$ cat config.mk
export PLATFORM = sky130hd
export DESIGN_NAME = muldiv_div_seq_flat
export DESIGN_NICKNAME = d
export VERILOG_FILES = /design/src/rtl/muldiv_div_seq_if.sv /design/src/rtl/muldiv_div_seq.sv /design/src/flat_wrapper.sv
export SDC_FILE = /design/constraint.sdc
export NUM_CORES = 1
export LEC_CHECK = 0
export ABC_CLOCK_PERIOD_IN_PS = 3800
export CORE_MARGIN = 2
export CORE_UTILIZATION = 25
export CTS_CLUSTER_SIZE = 30
export DETAILED_ROUTE_END_ITERATION = 8
export PLACE_DENSITY = 0.51
export SYNTH_ARGS = -nofsm -noshare
export SYNTH_HDL_FRONTEND = slang
export SYNTH_SLANG_ARGS = --single-unit
$ cat constraint.sdc
create_clock -name clk_i -period 3.8 [get_ports clk_i]
set_input_delay 0.38 -clock clk_i [delete_from_list [all_inputs] [get_ports clk_i]]
set_output_delay 0.38 -clock clk_i [all_outputs]
set_load 0.02 [all_outputs]
$ cat src/rtl/muldiv_div_seq_if.sv
// Handshake and operand bundle between the MULDIV operand stage and the divider.
// Master drives operands and control; slave returns busy/done/result.
interface muldiv_div_seq_if #(
    parameter int WIDTH = 32
);
    logic             start_i;
    logic             kill_i;
    logic             op_div0;
    logic             op_rem;
    logic [WIDTH-1:0] in_A;
    logic [WIDTH-1:0] in_B;
    logic [WIDTH-1:0] a_raw_i;
    logic             sign_A;
    logic             sign_B;
    logic [5:0]       AB_status;
    logic             busy_o;
    logic             done_o;
    logic [WIDTH-1:0] result_o;

    modport master (
        output start_i, kill_i, op_div0, op_rem,
        output in_A, in_B, a_raw_i, sign_A, sign_B, AB_status,
        input  busy_o, done_o, result_o
    );

    modport slave (
        input  start_i, kill_i, op_div0, op_rem,
        input  in_A, in_B, a_raw_i, sign_A, sign_B, AB_status,
        output busy_o, done_o, result_o
    );
endinterface

$ cat src/rtl/muldiv_div_seq.sv
// Iterative radix-2 restoring divider for DIV/DIVU/REM/REMU.
// Define MULDIV_DIV_FASTPATH_EN for single-cycle results on trivial operands.
module muldiv_div_seq #(
    parameter int WIDTH = 32,
    parameter int CNT_W = $clog2(WIDTH) + 1
) (
    input logic             clk_i,
    input logic             reset_i,
    muldiv_div_seq_if.slave bus
);
    typedef enum logic [1:0] {IDLE, ITER, FIX, DONE} state_t;

    state_t           state;
    logic [CNT_W-1:0] cnt;
    logic [WIDTH-1:0] rem;
    logic [WIDTH-1:0] quo;
    logic [WIDTH-1:0] dvs;
    logic             op_div0_q;
    logic             op_rem_q;
    logic             sign_a_q;
    logic             sign_b_q;
    logic             div0_q;
    logic             busy_q;
    logic             done_q;
    logic [WIDTH-1:0] result_q;

    logic [WIDTH:0]   shifted;
    logic [WIDTH:0]   trial;
    logic [WIDTH-1:0] rem_nxt;
    logic [WIDTH-1:0] quo_nxt;
    logic             neg_q;
    logic             neg_r;
    logic [WIDTH-1:0] sel;
    logic [WIDTH-1:0] fix_val;
    logic             fast_hit;
    logic [WIDTH-1:0] fast_val;

    assign bus.busy_o   = busy_q;
    assign bus.done_o   = done_q;
    assign bus.result_o = result_q;

    // One restoring step: shift in the next dividend bit, subtract if it fits.
    always_comb begin
        shifted = {rem, quo[WIDTH-1]};
        trial   = shifted - {1'b0, dvs};
        rem_nxt = shifted[WIDTH-1:0];
        quo_nxt = {quo[WIDTH-2:0], 1'b0};
        if (!trial[WIDTH]) begin
            rem_nxt    = trial[WIDTH-1:0];
            quo_nxt[0] = 1'b1;
        end
    end

    // Final sign fix; a zero divisor keeps the all-ones quotient unsigned.
    always_comb begin
        neg_q   = op_div0_q & (sign_a_q ^ sign_b_q) & ~div0_q;
        neg_r   = op_div0_q & sign_a_q;
        sel     = op_rem_q ? rem : quo;
        fix_val = (op_rem_q ? neg_r : neg_q) ? (~sel + 1'b1) : sel;
    end

`ifdef MULDIV_DIV_FASTPATH_EN
    // Early-out detection on operand-stage flags, highest priority first.
    always_comb begin
        fast_hit = 1'b1;
        fast_val = '0;
        if (bus.AB_status[3]) begin
            fast_val = bus.op_rem ? bus.a_raw_i : '1;
        end else if (bus.AB_status[0]) begin
            fast_val = '0;
        end else if (bus.AB_status[4]) begin
            fast_val = bus.op_rem ? '0 :
                       (bus.op_div0 ? bus.a_raw_i : bus.in_A);
        end else if (bus.AB_status[5]) begin
            fast_val = bus.op_rem ? '0 : (~bus.a_raw_i + 1'b1);
        end else begin
            fast_hit = 1'b0;
        end
    end
`else
    logic unused_status;

    // Every op takes the iterative path; only B0 is consulted.
    always_comb begin
        fast_hit = 1'b0;
        fast_val = '0;
    end

    assign unused_status = ^{bus.AB_status[5:4], bus.AB_status[2:0],
                             bus.a_raw_i};
`endif

    // Control FSM with registered busy/done/result.
    always_ff @(posedge clk_i or negedge reset_i) begin
        if (!reset_i) begin
            state     <= IDLE;
            cnt       <= '0;
            rem       <= '0;
            quo       <= '0;
            dvs       <= '0;
            op_div0_q <= 1'b0;
            op_rem_q  <= 1'b0;
            sign_a_q  <= 1'b0;
            sign_b_q  <= 1'b0;
            div0_q    <= 1'b0;
            busy_q    <= 1'b0;
            done_q    <= 1'b0;
            result_q  <= '0;
        end else if (bus.kill_i && state != IDLE) begin
            state  <= IDLE;
            busy_q <= 1'b0;
            done_q <= 1'b0;
        end else begin
            unique case (state)
                IDLE: begin
                    done_q <= 1'b0;
                    if (bus.start_i && !bus.kill_i) begin
                        op_div0_q <= bus.op_div0;
                        op_rem_q  <= bus.op_rem;
                        sign_a_q  <= bus.sign_A;
                        sign_b_q  <= bus.sign_B;
                        div0_q    <= bus.AB_status[3];
                        dvs       <= bus.in_B;
                        rem       <= '0;
                        quo       <= bus.in_A;
                        cnt       <= CNT_W'(WIDTH);
                        if (fast_hit) begin
                            result_q <= fast_val;
                            done_q   <= 1'b1;
                            state    <= DONE;
                        end else begin
                            busy_q <= 1'b1;
                            state  <= ITER;
                        end
                    end
                end
                ITER: begin
                    rem <= rem_nxt;
                    quo <= quo_nxt;
                    cnt <= cnt - 1'b1;
                    if (cnt == CNT_W'(1)) begin
                        state <= FIX;
                    end
                end
                FIX: begin
                    result_q <= fix_val;
                    done_q   <= 1'b1;
                    busy_q   <= 1'b0;
                    state    <= DONE;
                end
                DONE: begin
                    done_q <= 1'b0;
                    state  <= IDLE;
                end
                default: begin
                    state <= IDLE;
                end
            endcase
        end
    end
endmodule

$ cat src/flat_wrapper.sv
// flat-port wrapper written by rule: the top's interface ports become plain ports
module muldiv_div_seq_flat 
#(
    parameter int WIDTH = 32,
    parameter int CNT_W = $clog2(WIDTH) + 1
)
  (clk_i, reset_i, bus_start_i, bus_kill_i, bus_op_div0, bus_op_rem, bus_in_A, bus_in_B, bus_a_raw_i, bus_sign_A, bus_sign_B, bus_AB_status, bus_busy_o, bus_done_o, bus_result_o);
  muldiv_div_seq_if #(.WIDTH(WIDTH)) bus_i ();
  input logic clk_i;
  input logic reset_i;
  input wire logic [$bits(bus_i.start_i)-1:0] bus_start_i;
  input wire logic [$bits(bus_i.kill_i)-1:0] bus_kill_i;
  input wire logic [$bits(bus_i.op_div0)-1:0] bus_op_div0;
  input wire logic [$bits(bus_i.op_rem)-1:0] bus_op_rem;
  input wire logic [$bits(bus_i.in_A)-1:0] bus_in_A;
  input wire logic [$bits(bus_i.in_B)-1:0] bus_in_B;
  input wire logic [$bits(bus_i.a_raw_i)-1:0] bus_a_raw_i;
  input wire logic [$bits(bus_i.sign_A)-1:0] bus_sign_A;
  input wire logic [$bits(bus_i.sign_B)-1:0] bus_sign_B;
  input wire logic [$bits(bus_i.AB_status)-1:0] bus_AB_status;
  output wire logic [$bits(bus_i.busy_o)-1:0] bus_busy_o;
  output wire logic [$bits(bus_i.done_o)-1:0] bus_done_o;
  output wire logic [$bits(bus_i.result_o)-1:0] bus_result_o;
  assign bus_i.start_i = bus_start_i;
  assign bus_i.kill_i = bus_kill_i;
  assign bus_i.op_div0 = bus_op_div0;
  assign bus_i.op_rem = bus_op_rem;
  assign bus_i.in_A = bus_in_A;
  assign bus_i.in_B = bus_in_B;
  assign bus_i.a_raw_i = bus_a_raw_i;
  assign bus_i.sign_A = bus_sign_A;
  assign bus_i.sign_B = bus_sign_B;
  assign bus_i.AB_status = bus_AB_status;
  assign bus_busy_o = bus_i.busy_o;
  assign bus_done_o = bus_i.done_o;
  assign bus_result_o = bus_i.result_o;
  muldiv_div_seq #(.WIDTH(WIDTH), .CNT_W(CNT_W)) u_core (.clk_i(clk_i), .reset_i(reset_i), .bus(bus_i));
endmodule
# == After elaboration in Yosys (flattened, before gate mapping) ==
# Index checks and enable logic that the tools add are counted.
# totals
out_inout_bits,34
n_memories,0
wordCells,64
in_bits,110
reg_bits,143
latchBits,0
ramBits,0
romBits,0
# op_classes
bitwise_logic,7
magnitude_cmp,0
n_div,0
shift,0
mul,0
n_eq_ne,7
n_reduce_logical,14
n_mux,20
addsub,3
# op_table
op,count
2-to-1 mux 32 bit,5
one-hot mux 32 bit (2 select lines),2
subtractor 33 x 32 -> 33 bit,1
"adder 32 x 1 -> 32 bit, second input constant",1
NOT 32 bit,1
one-hot mux 6 bit (2 select lines),1
one-hot mux 2 bit (4 select lines),1
"equality test 6 x 1 -> 1 bit, second input constant",1
2-to-1 mux 2 bit,3
2-to-1 mux 6 bit,1
"inequality test 3 x 1 -> 1 bit, second input constant",2
AND reduction 2 bit,3
AND reduction 3 bit,2
nonzero test 3 bit,2
"subtractor 6 x 1 -> 6 bit, second input constant",1
2-to-1 mux 1 bit,5
"equality test 2 bit, second input constant",2
one-hot mux 1 bit (2 select lines),2
nonzero test 2 bit,2
bitwise AND 1 bit,3
"equality test 2 x 1 -> 1 bit, second input constant",1
logical AND 1 bit,2
zero test 2 bit,1
"inequality test 2 x 1 -> 1 bit, second input constant",1
4 further kinds,5

# == Longest topological paths before layout ==
# logic_depth
ltp_word,5
mapped_depth,14

# == Least setup slack after synthesis ==
# No wires, ideal clock.
# synth_path
path_type,register to register
start,register u_core.op_rem_q
end,register u_core.result_q[30] (netlist: u_core.bus.result_o[30])
path_stages_with_launch,15
slack_ps,569
n_path_buf,5
arrival_ps,3148
path_cell_list,dfrtp_1 > buf_2 > buf_2 > buf_2 > buf_2 > buf_2 > mux2i_1 > ha_1 > o21ai_0 > nor4_2 > nand2_1 > nor3_2 > a31oi_1 > xor2_1 > o21ai_0
# synth_between
elab_chain_len,4
# synth_rtl
item,line_no,rtl
start: declaration,muldiv_div_seq.sv:19,logic op_rem_q;
start signal: assignment,muldiv_div_seq.sv:119,op_rem_q <= bus.op_rem;
2-to-1 mux 32 bit,muldiv_div_seq.sv:58,sel = op_rem_q ? rem : quo;
NOT 32 bit,muldiv_div_seq.sv:59,fix_val = (op_rem_q ? neg_r : neg_q) ? (~sel + 1'b1) : sel;
adder 32 x 1 -> 32 bit,muldiv_div_seq.sv:59,
2-to-1 mux 32 bit (*),muldiv_div_seq.sv:59,
end signal: assignment,muldiv_div_seq.sv:128,result_q <= fast_val;
end signal: assignment,muldiv_div_seq.sv:146,result_q <= fix_val;
end: declaration,muldiv_div_seq.sv:25,logic [WIDTH-1:0] result_q;
# Every way passes the cells marked *; elsewhere a longest branch is shown, timed or not.
# A chain may end at the register's enable or synchronous reset.

# == Worst setup path in the final report ==
# layout_path
start,register u_core.quo[31]
end,register u_core.rem[1]
# layout_between
elab_chain_len,3
# layout_rtl
item,line_no,rtl
start: declaration,muldiv_div_seq.sv:16,logic [WIDTH-1:0] quo;
start signal: assignment,muldiv_div_seq.sv:125,quo <= bus.in_A;
start signal: assignment,muldiv_div_seq.sv:139,quo <= quo_nxt;
subtractor 33 x 32 -> 33 bit,muldiv_div_seq.sv:45,"trial = shifted - {1'b0, dvs};"
2-to-1 mux 32 bit,muldiv_div_seq.sv:48,if (!trial[WIDTH]) begin
one-hot mux 32 bit (2 select lines),muldiv_div_seq.sv:114,unique case (state)
end signal: assignment,muldiv_div_seq.sv:138,rem <= rem_nxt;
end: declaration,muldiv_div_seq.sv:15,logic [WIDTH-1:0] rem;
# No other way between the ends.

==> run metrics <==
row count=69; worst-path cell chain=inv_1 > ha_1 > inv_1 > fa_1 > a211oi_1 > o211ai_2 > a32oi_2 > o31a_1 > a31oi_2 > xnor2_4 > buf_12 > mux2i_1 > o21ai_0; critical path type=register to register; Clock Skew=8.346 ps; fin crit period=3406 ps; post-synth cell types=70; Avg WL per Cell=16.26 µm; Clock transition at path regs=60 ps; CTS Hold Buffers Added=0; P_sw=4.452 mW; CP Launch Type=register; Critical-path top delay cell=a211oi_1; H-Tree Level Count=4; register area share after synthesis=0.3967; Data required, critical path=4090 ps; final setup vio count=0; die area=37610 µm²; DR iter-0 viols=405; Yosys top cell area share=0.3967; most used cell, CP=inv_1; area taken by multi-input logic gates=5039 µm²; half-perimeter wire length after placement=19240 µm; cell area after synthesis=9020 µm²; Final Hold Fails=0; # DRC=0; fin nets=1227; CTS Sinks=143; VDD IR max=0.3149 mV; Least-Margin Pin Slew=941.7 ps; sequential power share=0.283; ratio of final minimum period to clock period=0.8963; Reg-to-Reg Start=u_core.quo[31]; Power Density=894.3 nW/µm²; initial antenna violation count=1; relative slew slack=0.3722; final wirelength=25200 µm; Post-DRT Antenna Nets=0; layout cells sized above 1=0.1047; area leader, netlist=dfrtp_1; GRT Overall Usage=0.1354; Die W=193.9 µm; HP Class=input pin to async pin; Warnings, synthesis=0; Clk pwr share=0.163; CP Max Fanout=28; Vias/cell=4.754; Post-synth EDFFs=0; Die H=193.9 µm; commonest register cell after synthesis=dfrtp_1; Max Clock Freq=293.6 MHz; Worst Setup SP=u_core.quo[31]; via count=7368; P_int=5.576 mW; GRT Residual Overflow=0; Post-CTS Resized=0; area grow syn2layout=24.32%; status=completed; combinational share of power=0.554; Mapped Cells=978; Final Max Slew Viols=0; Ant. Diodes=0; largest net degree at the start of global routing=94; Arrival @ worst endpoint=3690 ps; Worst Setup End Kind=register; vias in the first global route=7275; Starting Density=0.2536; setup tns final=0 ps; Placer Congestion=0.8340; flops & latches, synth=143; Longest Clk Path Bufs=2; first-pass GRT wire length=40750 µm; Post-Syn Area per Cell=9.223 µm²; commonest non-fill, non-tap cell in the layout=dfrtp_1; non-filler cells, final=1550; max cap viols=0; Worst-Skew Late Latency=430 ps; Ports=144; placed insts=1518; TritonCTS Buffers=17; DRT Pass-1 Iters=6; delay of the slowest critical-path stage=430 ps; Port Buf Inserts=106; RSZ-0062 raised after global routing=no; Fillers=3760; Storage cell area=3580 µm²; CTS tree=built; Core Area=35570 µm²; Syn Nets=1129; async set or reset register ratio after synthesis=1.000; LEAKAGE=4.751 nW; fin util=0.3153; commonest cells after routing, fill and taps aside=dfrtp_1, clkdlybuf4s50_1, nand2_1; Synth area leaders=dfrtp_1, ha_1, mux2_2, o21ai_0, nand2_1; sw frac=0.4439; clock root buffer=clkbuf_16; Setup Buffers After CTS=0
==> kinds of logic (layout without fill, tap and decap cells) <==
logic type	after synthesis	count (layout)	share of synthesized area
and+or+nand+nor	311	311	0.1665
AOI/OAI and AO/OA	249	249	0.1864
DFF	143	143	0.3967
buffers and inverters	102	213	0.04675
muxes	77	77	0.09169
xor gates and xnor gates	55	55	0.05424
adders and majority gates	41	41	0.05771
==> power by group through the flow <==
stage / sequential, mW / combinational, mW / clock, mW
after CTS: 2.84 / 5.60 / 1.68
after floorplan: 2.78 / 4.03 / 0
after detailed placement: 2.87 / 5.57 / 0
after global placement: 2.83 / 5.54 / 0
after global routing: 2.94 / 6.24 / 1.75
final: 2.84 / 5.55 / 1.64
==> registers in the layout, summed over array words and instances, names as in the netlist <==
register	cells
u_core.dvs	32
u_core.sign_a_q	1
u_core.state	2
u_core.op_rem_q	1
u_core.quo	32
u_core.cnt	6
u_core.div0_q	1
u_core.rem	32
u_core.bus.result_o	32
u_core.bus.done_o	1
u_core.sign_b_q	1
u_core.op_div0_q	1
u_core.bus.busy_o	1
==> stage by stage <==
step	hold slack [ps]	total power, mW	worst slack [ps]	area (µm²)
2_1_floorplan	84.41	6.812	569.4	9020
3_3_place_gp	462.2	8.373	397.1	10640
3_5_place_dp	469.3	8.438	370.0	10640
4_1_cts	79.92	10.12	338.0	11210
5_1_grt	104.3	10.93	145.4	11210
6_report	30.58	10.03	394.0	11210
==> final cells by class <==
| type | instances | share of cell area |
|---|---|---|
| Clock buffer | 23 | 0.04352 |
| Clock inverter | 9 | 0.007476 |
| Inverter | 51 | 0.01707 |
| Multi-Input combinational cell | 733 | 0.4493 |
| Sequential cell | 143 | 0.3192 |
| Tap cell | 461 | 0.05144 |
| Timing Repair Buffer | 130 | 0.1119 |
==> critical path, delay by kind of cell (launching register included) <==
kind            cells  cell delay, ps
xor+xnor            1             300
buf+inv             3             370
fa+ha+maj           2             650
mux                 1             190
flops               1             390
compound gates      6            1330
==> cells in the mapped netlist (all sizes together), types with 7 or more instances <==
cell type / number
dfrtp: 143
nand2: 100
o21ai: 82
nor2: 63
inv: 50
a21oi: 49
nor3: 48
mux2: 42
ha: 40
mux2i: 35
clkbuf: 33
nor3b: 30
nand3: 29
xnor2: 29
xor2: 26
o311ai: 19
a221o: 18
buf: 18
a21o: 10
nand2b: 10
a32oi: 8
o211ai: 8
a31oi: 7
==> metal layers <==
metal	global-route usage	vias to the layer above	routed length, µm
met2	0.2081	126	11210
met4	0.03283	2	185
met1	0.1906	3484	12580
met3	0.03357	14	1210
li1	-	3742	-
met5	0	-	13
==> worst paths after layout <==
path	end	slack (ps)	cells after the start
worst min-delay path	u_core.dvs[6]	30	1
worst min register to register	u_core.bus.result_o[23]	470	2
max in group asynchronous	u_core.op_rem_q	2780	2
worst max-delay path	u_core.rem[1]	390	13
worst max register to register	u_core.rem[1]	390	13
min in group clk_i	u_core.bus.result_o[23]	470	2
Power figures use the tool's default switching activity.
